==> src/rtl/modbus_frame_rx_var.sv <==
// rtl/modbus_frame_rx_var.sv - Modbus RTU request-frame parser with inline CRC-16 check
// and a word buffer for FC 0x10 payloads.
module modbus_frame_rx_var #(
   parameter logic [7:0] ADDR     = 8'h01,
   parameter bit         BCAST_EN = 1'b1,
   parameter int         MAX_REGS = 16,
   parameter int         IDX_W    = 4
) (
   input  logic             clk_in,
   input  logic             rst_in,
   input  logic             rx_drop_frame,
   input  logic             rx_new_frame,
   input  logic             rx_done,
   input  logic [7:0]       rx_data,
   input  logic [IDX_W-1:0] rd_idx,
   output logic [15:0]      rd_word,
   output logic             frame_valid,
   output logic             frame_err,
   output logic [2:0]       err_code,
   output logic             is_bcast,
   output logic [7:0]       func_code,
   output logic [15:0]      start_addr,
   output logic [15:0]      qty,
   output logic [15:0]      crc_rx_code
);

   localparam int PC_W  = IDX_W + 1;
   localparam int DEPTH = 2 ** IDX_W;

   typedef enum logic [3:0] {
      S_IDLE, S_FUNC, S_HDR0, S_HDR1, S_HDR2, S_HDR3, S_BCNT,
      S_PAY, S_CRCL, S_CRCH, S_CHECK, S_DONE, S_DRAIN
   } state_t;

   state_t            state_q, state_d, cur;
   logic              arm_q, arm_d;
   logic [15:0]       crc_q, crc_d, crc_upd;
   logic [PC_W-1:0]   pay_cnt_q, pay_cnt_d;
   logic              valid_q, valid_d, err_q, err_d;
   logic [2:0]        err_code_q, err_code_d;
   logic              bcast_q, bcast_d;
   logic [7:0]        func_q, func_d;
   logic [15:0]       saddr_q, saddr_d, qty_q, qty_d, qty_new;
   logic [15:0]       crc_rx_q, crc_rx_d;
   logic [15:0]       rd_word_q;
   logic              wr_en;
   logic [IDX_W-1:0]  wr_idx;
   logic [15:0]       mem_q [DEPTH];

   function automatic logic [15:0] crc_step(input logic [15:0] c, input logic [7:0] d);
      logic [15:0] r;
      r = c ^ {8'h00, d};
      for (int i = 0; i < 8; i++) begin
         r = r[0] ? ((r >> 1) ^ 16'hA001) : (r >> 1);
      end
      return r;
   endfunction

   // The first byte of a frame always restarts the CRC from its init value.
   assign crc_upd = crc_step((cur == S_IDLE) ? 16'hFFFF : crc_q, rx_data);
   assign qty_new = {qty_q[15:8], rx_data};
   assign wr_idx  = pay_cnt_q[IDX_W:1];

   always_comb begin
      state_d    = state_q;
      arm_d      = arm_q;
      crc_d      = crc_q;
      pay_cnt_d  = pay_cnt_q;
      valid_d    = 1'b0;
      err_d      = 1'b0;
      err_code_d = err_code_q;
      bcast_d    = bcast_q;
      func_d     = func_q;
      saddr_d    = saddr_q;
      qty_d      = qty_q;
      crc_rx_d   = crc_rx_q;
      wr_en      = 1'b0;
      cur        = state_q;

      if (rx_drop_frame && !(state_q inside {S_IDLE, S_DRAIN, S_DONE})) begin
         err_d      = 1'b1;
         err_code_d = 3'd4;
         cur        = S_DRAIN;
         state_d    = S_DRAIN;
      end
      // A silence pulse re-arms even when a byte lands in the same cycle.
      if (rx_new_frame) begin
         cur     = S_IDLE;
         state_d = S_IDLE;
         arm_d   = 1'b1;
      end

      case (cur)
         S_CHECK: begin
            state_d = S_DONE;
            if (crc_rx_q == crc_q) begin
               valid_d    = 1'b1;
               err_code_d = 3'd0;
            end else begin
               err_d      = 1'b1;
               err_code_d = 3'd3;
            end
         end
         S_DONE: state_d = S_DRAIN;
         default: begin
            if (rx_done) begin
               case (cur)
                  S_IDLE: begin
                     if (arm_d) begin
                        arm_d = 1'b0;
                        crc_d = crc_upd;
                        if (rx_data == ADDR || (BCAST_EN && rx_data == 8'h00)) begin
                           state_d = S_FUNC;
                           bcast_d = (rx_data == 8'h00);
                        end else begin
                           state_d = S_DRAIN;
                        end
                     end
                  end
                  S_FUNC: begin
                     crc_d  = crc_upd;
                     func_d = rx_data;
                     if (rx_data inside {8'h03, 8'h04, 8'h06, 8'h10}) begin
                        state_d = S_HDR0;
                     end else begin
                        err_d      = 1'b1;
                        err_code_d = 3'd1;
                        state_d    = S_DRAIN;
                     end
                  end
                  S_HDR0: begin
                     crc_d         = crc_upd;
                     saddr_d[15:8] = rx_data;
                     state_d       = S_HDR1;
                  end
                  S_HDR1: begin
                     crc_d        = crc_upd;
                     saddr_d[7:0] = rx_data;
                     state_d      = S_HDR2;
                  end
                  S_HDR2: begin
                     crc_d       = crc_upd;
                     qty_d[15:8] = rx_data;
                     state_d     = S_HDR3;
                  end
                  S_HDR3: begin
                     crc_d      = crc_upd;
                     qty_d[7:0] = rx_data;
                     if (func_q != 8'h10) begin
                        state_d = S_CRCL;
                     end else if (qty_new == 16'h0000 || qty_new > 16'(MAX_REGS)) begin
                        err_d      = 1'b1;
                        err_code_d = 3'd2;
                        state_d    = S_DRAIN;
                     end else begin
                        state_d = S_BCNT;
                     end
                  end
                  S_BCNT: begin
                     crc_d = crc_upd;
                     if ({qty_q, 1'b0} != {9'd0, rx_data}) begin
                        err_d      = 1'b1;
                        err_code_d = 3'd2;
                        state_d    = S_DRAIN;
                     end else begin
                        pay_cnt_d = '0;
                        state_d   = S_PAY;
                     end
                  end
                  S_PAY: begin
                     crc_d     = crc_upd;
                     wr_en     = 1'b1;
                     pay_cnt_d = pay_cnt_q + PC_W'(1);
                     if (17'(pay_cnt_q) + 17'd1 == {qty_q, 1'b0}) begin
                        state_d = S_CRCL;
                     end
                  end
                  S_CRCL: begin
                     crc_rx_d[7:0] = rx_data;
                     state_d       = S_CRCH;
                  end
                  S_CRCH: begin
                     crc_rx_d[15:8] = rx_data;
                     state_d        = S_CHECK;
                  end
                  default: ;
               endcase
            end
         end
      endcase
   end

   always_ff @(posedge clk_in or posedge rst_in) begin
      if (rst_in) begin
         state_q    <= S_IDLE;
         arm_q      <= 1'b1;
         crc_q      <= 16'hFFFF;
         pay_cnt_q  <= '0;
         valid_q    <= 1'b0;
         err_q      <= 1'b0;
         err_code_q <= 3'd0;
         bcast_q    <= 1'b0;
         func_q     <= 8'h00;
         saddr_q    <= 16'h0000;
         qty_q      <= 16'h0000;
         crc_rx_q   <= 16'h0000;
         rd_word_q  <= 16'h0000;
      end else begin
         state_q    <= state_d;
         arm_q      <= arm_d;
         crc_q      <= crc_d;
         pay_cnt_q  <= pay_cnt_d;
         valid_q    <= valid_d;
         err_q      <= err_d;
         err_code_q <= err_code_d;
         bcast_q    <= bcast_d;
         func_q     <= func_d;
         saddr_q    <= saddr_d;
         qty_q      <= qty_d;
         crc_rx_q   <= crc_rx_d;
         rd_word_q  <= mem_q[rd_idx];
      end
   end

   // Payload storage needs no reset; only words written by the current frame are meaningful.
   always_ff @(posedge clk_in) begin
      if (wr_en) begin
         if (pay_cnt_q[0]) mem_q[wr_idx][7:0]  <= rx_data;
         else              mem_q[wr_idx][15:8] <= rx_data;
      end
   end

   assign rd_word     = rd_word_q;
   assign frame_valid = valid_q;
   assign frame_err   = err_q;
   assign err_code    = err_code_q;
   assign is_bcast    = bcast_q;
   assign func_code   = func_q;
   assign start_addr  = saddr_q;
   assign qty         = qty_q;
   assign crc_rx_code = crc_rx_q;

endmodule

==> config.mk <==
export PLATFORM = sky130hd
export DESIGN_NAME = modbus_frame_rx_var
export DESIGN_NICKNAME = d
export VERILOG_FILES = /design/src/rtl/modbus_frame_rx_var.sv
export SDC_FILE = /design/constraint.sdc
export NUM_CORES = 1
export LEC_CHECK = 0
export BUFFER_PORTS_ARGS = -buffer_cell sky130_fd_sc_hd__buf_2
export CAP_MARGIN = 20
export CORE_UTILIZATION = 43
export CTS_CLUSTER_DIAMETER = 100
export DETAILED_ROUTE_END_ITERATION = 12
export REMOVE_ABC_BUFFERS = 1
export SYNTH_ARGS = -nofsm -noshare
export SYNTH_HDL_FRONTEND = slang
export SYNTH_SLANG_ARGS = --single-unit
==> constraint.sdc <==
create_clock -name clk_in -period 9.3 [get_ports clk_in]
set_input_delay 1.395 -clock clk_in [delete_from_list [all_inputs] [get_ports clk_in]]
set_output_delay 1.395 -clock clk_in [all_outputs]
set_load 0.02 [all_outputs]
==> reports/qor.yml, run 1 <==
setup_path:
  r2r_start: "state_q[2]$_DFF_PP0_"
  crit_path_max_fanout: 11
  crit_required_ns: 9.46
  start_kind: "input pin"
  crit_path_start: "rx_drop_frame"
  critPathKind: "in2reg"
  arrival_ns: 3.70
  end_kind: "flop"
  reg2reg_slack_ns: 6.07
clock_network:
  h-tree-depth: 2
  cts_resized: 0
  numClockSinks: 360
  clkSlewWorstSetupHoldPaths_ns: 0.06
  cts_max_path_buffers: 3
  cts_tree: "yes"
  clk_latency_ns: 0.53
  cts_hold_buf: 0
  cts_root_buf: "clkbuf_16"
  post_cts_buffers: 0
  cts_made_buffers: 38
floorplanning:
  io_pins: 95
  core_um2: 34500
  die_h_um: 189
  start_util: 0.436
  rows: 68
  die_area_um2: 35700
  die_w_um: 189
layout:
  n_antenna_cell: 0
  area_growth_pct: 14.8
  regArea_um2: 10300
  multiInputGateArea_um2: 4450
  drive_gt1_frac: 0.333
  fin_nets: 983
  fillCellCount: 2859
  fin_cells: 1450
synth:
  synth.area.top_cells: "edfxtp_1, dfrtp_1, mux4_2, mux2_2, dfstp_2"
  syn_avg_cell_area_um2: 17.3
  ys.flop_type: "edfxtp_1"
  netlist_instances: 869
  synth-seq-area-share: 0.687
  yosysMostFrequentCell: "edfxtp_1"
  ys_types: 64
  synth_area_um2: 15000
  synth_commonest_cells: "edfxtp_1, dfrtp_1, mux4_2"
  yosysTopAreaCellShare: 0.512
  synth_edf_count: 256
  yosysTopAreaCell: "edfxtp_1"
  yosysWarnings: 0
  async_flop_share: 0.289
  synth-seq-cells: 360
sta:
  relSlewSlack: 0.366
  final-hold-violation-count: 0
  slew_violations: 0
  rsz0062_at_grt: "false"
  setup_viol: 0
  holdWs_ns: 0.503
  finClkSkew_ns: 0.0104
  fin_setup_tns_ns: 0
  fin_crit_sh: 0.381
  fin_crit_ns: 3.54
  worst_slew_pin_slew_ns: 0.951
  max_freq_mhz: 282
placement:
  numPortBuffers: 94
  dp_hpwl_mm: 21.4
  dpl.cell_count: 1380
  gp_congestion: 0.829
detailed_routing:
  ant_nets: 0
  drt_iter0_markers: 750
  post_drt_wl_per_cell_um: 23.9
  vias: 8068
  drc_errors: 0
  first_pass_iters: 5
  wirelength_mm: 34.7
  via_per_inst: 5.56
pwr:
  p_leak_uw: 0.00626
  ir_drop_mv: 0.187
  power_density_nw_per_um2: 261
min_path:
  min_from: "start_addr[4]$_DFFE_PP0P_"
  min_path_type: "reg2reg"
outcome:
  outcome: "finished, final reports clean"
global_route:
  track_usage: 0.200
  antenna_found_initial: 0
  overflow: 0
  grt_max_degree: 65
  grt_first_pass_wirelength_mm: 53.3
  grt_pass1_vias: 8411
job:
  cap_violations: 0
kinds of logic (layout without fill, tap and decap cells):
family,after synthesis,after routing,synth area share
muxes,142,142,0.167
buffers and inverters,58,184,0.0165
AOI/OAI and AO/OA,67,67,0.0308
DFF,360,360,0.687
xor gates and xnor gates,64,64,0.0402
adders and majority gates,1,1,0.000834
and+or+nand+nor,177,177,0.0581
metrics by stage:
step / utilization / worst slack (ns) / area, um^2 / total power [uW]
after floorplan: - / 5.20 / 14800 / 2650
after global placement: 0.462 / 5.26 / 15900 / 2960
after detailed placement: 0.462 / 5.20 / 15900 / 2970
after CTS: 0.500 / 5.78 / 17200 / 4540
after global routing: 0.500 / 5.49 / 17200 / 4680
final: 0.500 / 5.76 / 17200 / 4500
critical path: stages:
cell and delay [ns]:
buf_2 0.17, nor4b_2 0.45, and3_1 0.32, nand2_1 0.15, nor2_1 0.38, nand3_1 0.25, nor2_1 0.57
routing by layer:
| layer | wire length (um) | vias to the layer above | global-route usage | part of all wire |
|---|---|---|---|---|
| li1 | - | 3550 | - | - |
| met4 | 577 | 0 | 0.0453 | 0.017 |
| met3 | 2150 | 51 | 0.0428 | 0.062 |
| met1 | 15700 | 4183 | 0.288 | 0.45 |
| met2 | 16300 | 284 | 0.313 | 0.47 |
| met5 | 0 | - | 0 | 0 |
registers in the layout, summed over array words and instances (netlist names):
name / cells
mem_q: 256
crc_q: 16
crc_rx_code: 16
qty: 16
rd_word: 16
start_addr: 16
func_code: 8
pay_cnt_q: 5
state_q: 4
err_code: 3
arm_q: 1
frame_err: 1
frame_valid: 1
is_bcast: 1
path summary, 6_finish.rpt:
kind	end	cells past startpoint
worst max-delay path	mem_q[9][7]$_DFFE_PP_	7
worst min-delay path	start_addr[4]$_DFFE_PP0P_	1
worst max register to register	mem_q[9][7]$_DFFE_PP_	6
worst min register to register	start_addr[4]$_DFFE_PP0P_	1
max in group asynchronous	rd_word[5]$_DFF_PP0_	3
min in group asynchronous	err_code[1]$_DFF_PP0_	2
layout by cell type, fill, tap and decap left out, types with 10 or more instances in the layout:
master,instances
a21oi_1,20
buf_2,93
buf_4,13
clkbuf_16,38
dfrtp_1,87
dfstp_2,17
edfxtp_1,256
mux2_2,62
mux4_2,80
nand2_1,29
nand3_1,15
nor2_1,73
o21ai_0,10
xnor2_1,32
xor2_1,29
power breakdown:
| part | switching [uW] | total (uW) | internal, uW | leakage (uW) |
|---|---|---|---|---|
| clock network | 616 | 1570 | 953 | 0.000631 |
| registers | 174 | 2070 | 1900 | 0.00360 |
| logic | 466 | 855 | 390 | 0.00203 |
| total | 1260 | 4500 | 3240 | 0.00626 |
cell type report:
cell class | count | share of cell area
clock buffers | 48 | 0.0597
clock inverters | 22 | 0.0157
inverters | 8 | 0.00189
multi-input cells | 451 | 0.258
flip-flops and latches | 360 | 0.599
well taps | 455 | 0.0331
repair buffers | 106 | 0.0327
Note: power is estimated with default switching activity, not from simulation.
==> inputs of run 2 (changes only) <==
- ABC_AREA: not set -> 1
- clock period: 9.3 -> 3 ns (I/O delays scaled with it)
==> run 2 against run 1 <==
Net effect: clock skew is 0.0086 ns higher; non-clock buffer count up 63; worst setup slack lost 5.4 ns; combinational power rose to 3.5 times the previous value; count of clock-buffer cells in the layout is 7 higher; hold slack got worse by 0.48 ns; via count is 31% higher; area after synthesis increased by 2.2%; sequential share of layout area decreased by 2.7 points; highest routed layer is now met5; clock power grew to 3.0 times the previous value; die area up 2.2%.
==> reports/qor.yml, run 2 <==
outcome:
  outcome: "finished, final reports clean"
synth:
  yosysTopAreaCellShare: 0.501  # -0.0112
  synth_commonest_cells: "edfxtp_1, nand2_1, o21ai_0"
  synth_area_um2: 15300  # +2.2%
  synthAdderAreaFrac: 0.000815  # -0.0000183
  synth_compound_area_frac: 0.115  # +0.0840
  ys_types: 36  # -44%
  synth-seq-area-share: 0.672  # -0.0151
  synth_edf_count: 256  # unchanged
  synth-seq-cells: 360  # unchanged
  async_flop_share: 0.289  # unchanged
  muxShareOfSynthArea: 0.0425  # -0.124
  synth_top_family_by_area: "compound AO/OA/AOI/OAI gates"
  yosysMostFrequentCell: "edfxtp_1"
  syn_avg_cell_area_um2: 11.4  # -34%
  ys.flop_type: "edfxtp_1"
  netlist_instances: 1342  # +54%
  yosysWarnings: 0  # unchanged
  synth_simple_gate_area_share: 0.103  # +0.0445
  synth.area.top_cells: "edfxtp_1, dfrtp_1, o21ai_0, nand2_1, mux2i_1"
  yosysTopAreaCell: "edfxtp_1"
  synth-xor-area-share: 0.0183  # -0.0219
detailed_routing:
  vias: 10600  # +31%
  drc_errors: 0  # unchanged
  dr_wl_met2_mm: 18.3  # +12%
  first_pass_iters: 7  # +2
  routed.top_layer: "met5"
  drt_iter0_markers: 964  # +29%
  wirelength_mm: 39.8  # +15%
  post_drt_wl_per_cell_um: 20.1  # -16%
  via_per_inst: 5.37  # -3.6%
  wl_met1_mm: 17.8  # +14%
  met3_length_mm: 2.70  # +26%
  ant_nets: 0  # unchanged
setup_path:
  reg2reg_depth: 17  # +11
  crit_path_max_fanout: 13  # +2
  path_depth: 17  # +10
  r2r_start: "state_q[2]$_DFF_PP0_"
  cpPeakStageDelay_ns: 0.37  # -0.20 ns
  critPathKind: "reg2reg"
  crit_top_cell: "nand2_1"
  regToRegEndpoint: "crc_q[14]$_DFFE_PP1P_"
  crit_path_start: "state_q[2]$_DFF_PP0_"
  crit_required_ns: 3.44  # -6.02 ns
  arrival_ns: 3.12  # -0.58 ns
  crit_path_end: "crc_q[14]$_DFFE_PP1P_"
  end_kind: "flop"
  slowest_stage: "dfrtp_1"
  start_kind: "flop"
  crit_buf_inv: 4  # +3
  path_delay_family: "simple AND/OR/NAND/NOR gates"
  critical_path.cell_chain: "inv_1 -> nand2_1 -> nor2_1 -> nor2_2 -> nand2_4 -> nand2_1 -> nand2_2 -> inv_2 -> nand2_1 -> nor2_1 -> nor2_2 -> nand2_1 -> inv_2 -> nand2_1 -> nor2_1 -> inv_1 -> o21ai_0"
  reg2reg_slack_ns: 0.32  # -5.75 ns
layout:
  fillCellCount: 3021  # +5.7%
  largest_reg_flops: 256  # unchanged
  regMostFlops: "mem_q"
  final_cell_mix: "edfxtp_1, nand2_1, o21ai_0"
  fin_nets: 1508  # +53%
  final_util: 0.518  # +0.0186
  area_growth_pct: 17.6
  drive_gt1_frac: 0.171  # -0.162
  mostFrequentLayoutCell: "edfxtp_1"
floorplanning:
  die_h_um: 191  # +1.1%
  io_pins: 95  # unchanged
  start_util: 0.441  # +0.00541
  core_um2: 34800  # +0.99%
  die_w_um: 191  # +1.1%
  rows: 68  # unchanged
  die_area_um2: 36400  # +2.2%
sta:
  worst_slew_pin_slew_ns: 0.636  # -0.315 ns
  max_freq_mhz: 373
  final-hold-violation-count: 0  # unchanged
  setup_viol: 0  # unchanged
  fin_crit_ns: 2.68
  rsz0062_at_grt: "false"
  fin_setup_tns_ns: 0  # unchanged
  fin_crit_sh: 0.893
  holdWs_ns: 0.0227  # -0.480 ns
  finClkSkew_ns: 0.0190  # +0.00861 ns
  relSlewSlack: 0.576  # +0.210
  slew_violations: 0  # unchanged
job:
  cap_violations: 0  # unchanged
global_route:
  grt_first_pass_wirelength_mm: 61.6  # +16%
  grt_pass1_vias: 10500  # +25%
  grt_max_degree: 65  # unchanged
  antenna_found_initial: 2  # +2
  track_usage: 0.224  # +0.0235
  overflow: 0  # unchanged
placement:
  gp_congestion: 0.917  # +11%
  numPortBuffers: 94  # unchanged
  dp_hpwl_mm: 26.2  # +22%
clock_network:
  numClockSinks: 360  # unchanged
  cts_made_buffers: 39  # +2.6%
  h-tree-depth: 2  # unchanged
  cts_tree: "yes"
  clk_latency_ns: 0.53  # about the same
  clkSlewWorstSetupHoldPaths_ns: 0.06  # about the same
  cts_max_path_buffers: 3  # unchanged
  cts_root_buf: "clkbuf_16"
  cts_hold_buf: 0  # unchanged
pwr:
  power_density_nw_per_um2: 779  # +200%
  p_leak_uw: 0.00735  # +18%
  ir_drop_mv: 0.516  # +180%
  finalPower_uw: 14100  # +210%
min_path:
  min_path_type: "in2async"
-- run 2: final cells by class --
cell class / instances / area [um^2] / share of cell area
Multi-Input combinational cell: 789 / 4290 / 0.238
Clock inverter: 17 / 121 / 0.00673
Antenna cell: 1 / 2.50 / 0.000139
Clock buffer: 55 / 1130 / 0.0626
Inverter: 131 / 494 / 0.0274
Sequential cell: 360 / 10300 / 0.571
Timing Repair Buffer: 169 / 1130 / 0.0625
Tap cell: 455 / 569 / 0.0316
-- run 2: kinds of logic (layout without fill, tap and decap cells) --
group	Yosys count	count (layout)
buf+inv	193	372
fa+ha+maj	1	1
flops	360	360
simple gates	376	376
mux	65	65
xor+xnor	32	32
other cells	0	1
compound gates	315	315
-- run 2: worst reg2reg max path, stage by stage, from the launching register on --
cell	delay, ns
dfrtp_1	0.37
inv_1	0.07
nand2_1	0.08
nor2_1	0.14
nor2_2	0.08
nand2_4	0.10
nand2_1	0.08
nand2_2	0.15
inv_2	0.08
nand2_1	0.12
nor2_1	0.09
nor2_2	0.18
nand2_1	0.15
inv_2	0.18
nand2_1	0.07
nor2_1	0.18
inv_1	0.24
o21ai_0	0.23
-- run 2: metrics by stage --
stage / cell area (um^2) / setup slack, ns / cells
after global placement: 16800 / 0.273 / 1904
after CTS: 18000 / 0.273 / 1976
after floorplan: 15100 / -0.154 / 1280
after detailed placement: 16800 / 0.243 / 1904
after global routing: 18000 / 0.0416 / 1976
final: 18000 / 0.321 / 1977
-- run 2: power breakdown --
part           switching (uW)  total [uW]  internal (uW)
Clock                    1910        4640           2720
Combinational            1990        3000           1010
Sequential                498        6420           5920
Total                    4400       14100           9660
-- run 2: worst min path at each step --
stage / startpoint / to / slack, ns / cells past startpoint
6_report: rst_in / start_addr[9]$_DFFE_PP0P_ / 0.02 / 2
5_1_grt: rst_in / start_addr[11]$_DFFE_PP0P_ / 0.06 / 2
4_1_cts: rst_in / is_bcast$_DFFE_PP0P_ / 0.03 / 2
3_5_place_dp: start_addr[6]$_DFFE_PP0P_ / start_addr[6]$_DFFE_PP0P_ / 0.47 / 2
3_3_place_gp: start_addr[7]$_DFFE_PP0P_ / start_addr[7]$_DFFE_PP0P_ / 0.47 / 2
2_1_floorplan: crc_q[0]$_DFFE_PP1P_ / crc_q[0]$_DFFE_PP1P_ / 0.46 / 2
-- run 2: routing by layer --
metal / GRT usage / up-vias
li1: - / 5021
met1: 0.315 / 5157
met2: 0.356 / 361
met3: 0.0393 / 66
met4: 0.0622 / 2
met5: 0 / -
-- run 2: what timing repair did --
action / 4_1_cts / 5_1_grt
resized for setup: 0 / 1
buffers inserted: 0 / 0
setup endpoints to repair: 0 / 1
==> inputs of run 3 (changes only) <==
- RECOVER_POWER: not set -> 25
==> run 3 against run 2 <==
Net effect: the run now ends with max-capacitance violations, max-slew violations left; combinational power about the same; count of clock-buffer cells in the layout stayed put; sequential share of layout area is 0.14 points higher; clock power barely moved; core utilization is 0.13 points lower; final area shrank 0.24%; critical path type is now in2reg; critical endpoint is now crc_q[0]$_DFFE_PP1P_.
==> reports/qor.yml, run 3 (same netlist as run 2, synthesis figures left out) <==
sta:
  setup_viol: 0  # unchanged
  fin_crit_ns: 2.73  # +0.0511 ns
  finClkSkew_ns: 0.0197  # +0.000628 ns
  fin_crit_sh: 0.910  # +0.0170
  relSlewSlack: -0.514  # -1.09
  final-hold-violation-count: 0  # unchanged
  fin_setup_tns_ns: 0  # unchanged
  rsz0062_at_grt: "false"
  max_freq_mhz: 366  # -1.9%
  worst_slew_pin_slew_ns: 2.26  # +1.62 ns
  slew_violations: 118  # +118
layout:
  fin_area_um2: 18000  # -0.24%
  largest_reg_flops: 256  # unchanged
  regMostFlops: "mem_q"
  mostFrequentLayoutCell: "edfxtp_1"
  multiInputGateArea_um2: 4290  # unchanged
  fillCellCount: 3032  # +0.36%
  area_growth_pct: 17.3
  drive_gt1_frac: 0.160  # -0.0105
  regArea_um2: 10300  # unchanged
  final_cell_mix: "edfxtp_1, nand2_1, o21ai_0"
  fin_nets: 1508  # unchanged
setup_path:
  arrival_ns: 3.18  # +0.06 ns
  critPathKind: "in2reg"
  crit_required_ns: 3.45  # about the same
  crit_top_cell: "nand3_1"
  critical_path.cell_chain: "clkbuf_1 -> clkbuf_1 -> inv_1 -> buf_4 -> xor2_1 -> inv_1 -> nand3_1 -> nand3_1 -> nand3_1 -> nand2_1"
  cpPeakStageDelay_ns: 1.32  # +0.95 ns
  slowest_stage: "clkbuf_1"
  path_delay_family: "buffers and inverters"
  reg2reg_depth: 17  # unchanged
  crit_buf_inv: 5  # +1
  regToRegEndpoint: "crc_q[14]$_DFFE_PP1P_"
  r2r_start: "state_q[2]$_DFF_PP0_"
  reg2reg_slack_ns: 0.31  # about the same
  end_kind: "flop"
  start_kind: "input pin"
  crit_path_max_fanout: 33  # +20
detailed_routing:
  ant_nets: 0  # unchanged
  post_drt_wl_per_cell_um: 20.1  # -0.16%
  vias: 10500  # -0.58%
  via_per_inst: 5.33  # -0.58%
  first_pass_iters: 6  # -1
  drt_iter0_markers: 874  # -9.3%
  drc_errors: 0  # unchanged
  wirelength_mm: 39.7  # -0.16%
clock_network:
  post_cts_buffers: 0  # unchanged
  cts_root_buf: "clkbuf_16"
  cts_made_buffers: 39  # unchanged
  clkSlewWorstSetupHoldPaths_ns: 0.06  # about the same
  cts_tree: "yes"
  numClockSinks: 360  # unchanged
  clk_latency_ns: 0.53  # about the same
  h-tree-depth: 2  # unchanged
  cts_max_path_buffers: 3  # unchanged
floorplanning:
  die_h_um: 191  # unchanged
  io_pins: 95  # unchanged
  start_util: 0.441  # unchanged
  core_um2: 34800  # unchanged
  rows: 68  # unchanged
  die_w_um: 191  # unchanged
  die_area_um2: 36400  # unchanged
global_route:
  grt_pass1_vias: 10500  # unchanged
  grt_max_degree: 65  # unchanged
  grt_first_pass_wirelength_mm: 61.6  # unchanged
  track_usage: 0.224  # unchanged
  antenna_found_initial: 2  # unchanged
  overflow: 0  # unchanged
outcome:
  outcome: "complete, but fails checks"
  violations: "max-capacitance violations, max-slew violations"
pwr:
  power_density_nw_per_um2: 781  # +0.26%
  ir_drop_mv: 0.518  # +0.33%
  p_leak_uw: 0.00730  # -0.77%
min_path:
  whs_endpoint: "arm_q$_DFF_PP1_"
  hold_depth: 2
  min_path_type: "in2reg"
  min_from: "rx_done"
job:
  cap_violations: 3  # +3
placement:
  numPortBuffers: 94  # unchanged
  gp_congestion: 0.917  # unchanged
  dpl_cell_area_um2: 16800  # unchanged
  dp_hpwl_mm: 26.2  # unchanged
## run 3: changes by cell type in the layout (fill, tap and decap cells not counted), sizes merged
| cell | previous run | this run |
|---|---|---|
| inv | 131 | 130 |
| buf | 169 | 153 |
| clkinvlp | 0 | 1 |
| clkbuf | 55 | 71 |
## run 3: per-stage QoR
step | power (uW) | worst slack (ns) | hold WS, ns | utilization | std cells
6_report | 14100 | 0.270 | 0.185 | 0.517 | 1977
3_5_place_dp | 9490 | 0.243 | 0.470 | 0.482 | 1904
4_1_cts | 14200 | 0.273 | 0.0276 | 0.518 | 1976
5_1_grt | 14700 | 0.0416 | 0.161 | 0.517 | 1976
2_1_floorplan | 8310 | -0.154 | 0.462 | - | 1280
3_3_place_gp | 9440 | 0.273 | 0.465 | 0.482 | 1904
## run 3: worst max path at each step
stage / endpoint / slack, ns / cells past startpoint / start
floorplan: crc_rx_code[0]$_DFFE_PP0P_ / -0.15 / 1 / rst_in
global placement: crc_q[0]$_DFFE_PP1P_ / 0.27 / 17 / rx_drop_frame
detailed placement: crc_q[0]$_DFFE_PP1P_ / 0.24 / 17 / rx_drop_frame
CTS: crc_q[0]$_DFFE_PP1P_ / 0.27 / 17 / state_q[3]$_DFF_PP0_
global route: crc_q[14]$_DFFE_PP1P_ / 0.04 / 17 / state_q[2]$_DFF_PP0_
finish: crc_q[0]$_DFFE_PP1P_ / 0.27 / 10 / rx_data[7]
## run 3: timing repair
action / in CTS / in global routing
endpoints found under the setup margin: 0 / 1
resized for setup: 0 / 1
hold buffers: 0 / 0
## run 3: metal layers
layer | vias to the layer above | share of wire | GRT usage
met5 | - | 0.00025 | 0
met4 | 2 | 0.024 | 0.0622
met3 | 67 | 0.064 | 0.0393
met2 | 342 | 0.46 | 0.356
met1 | 5116 | 0.45 | 0.315
li1 | 5019 | - | -
## run 3: report_power, final
group,total [uW],switching (uW),internal [uW]
sequential,6420,497,5920
clock,4650,1920,2720
combinational,3000,1990,1000
## run 3: area by class of cell
type,instances,area share
inverter,131,0.0274
tap,455,0.0316
multi-input combinational,789,0.238
clock inverter,17,0.00674
timing repair buffer,169,0.0603
antenna,1,0.000139
sequential,360,0.573
clock buffer,55,0.0628
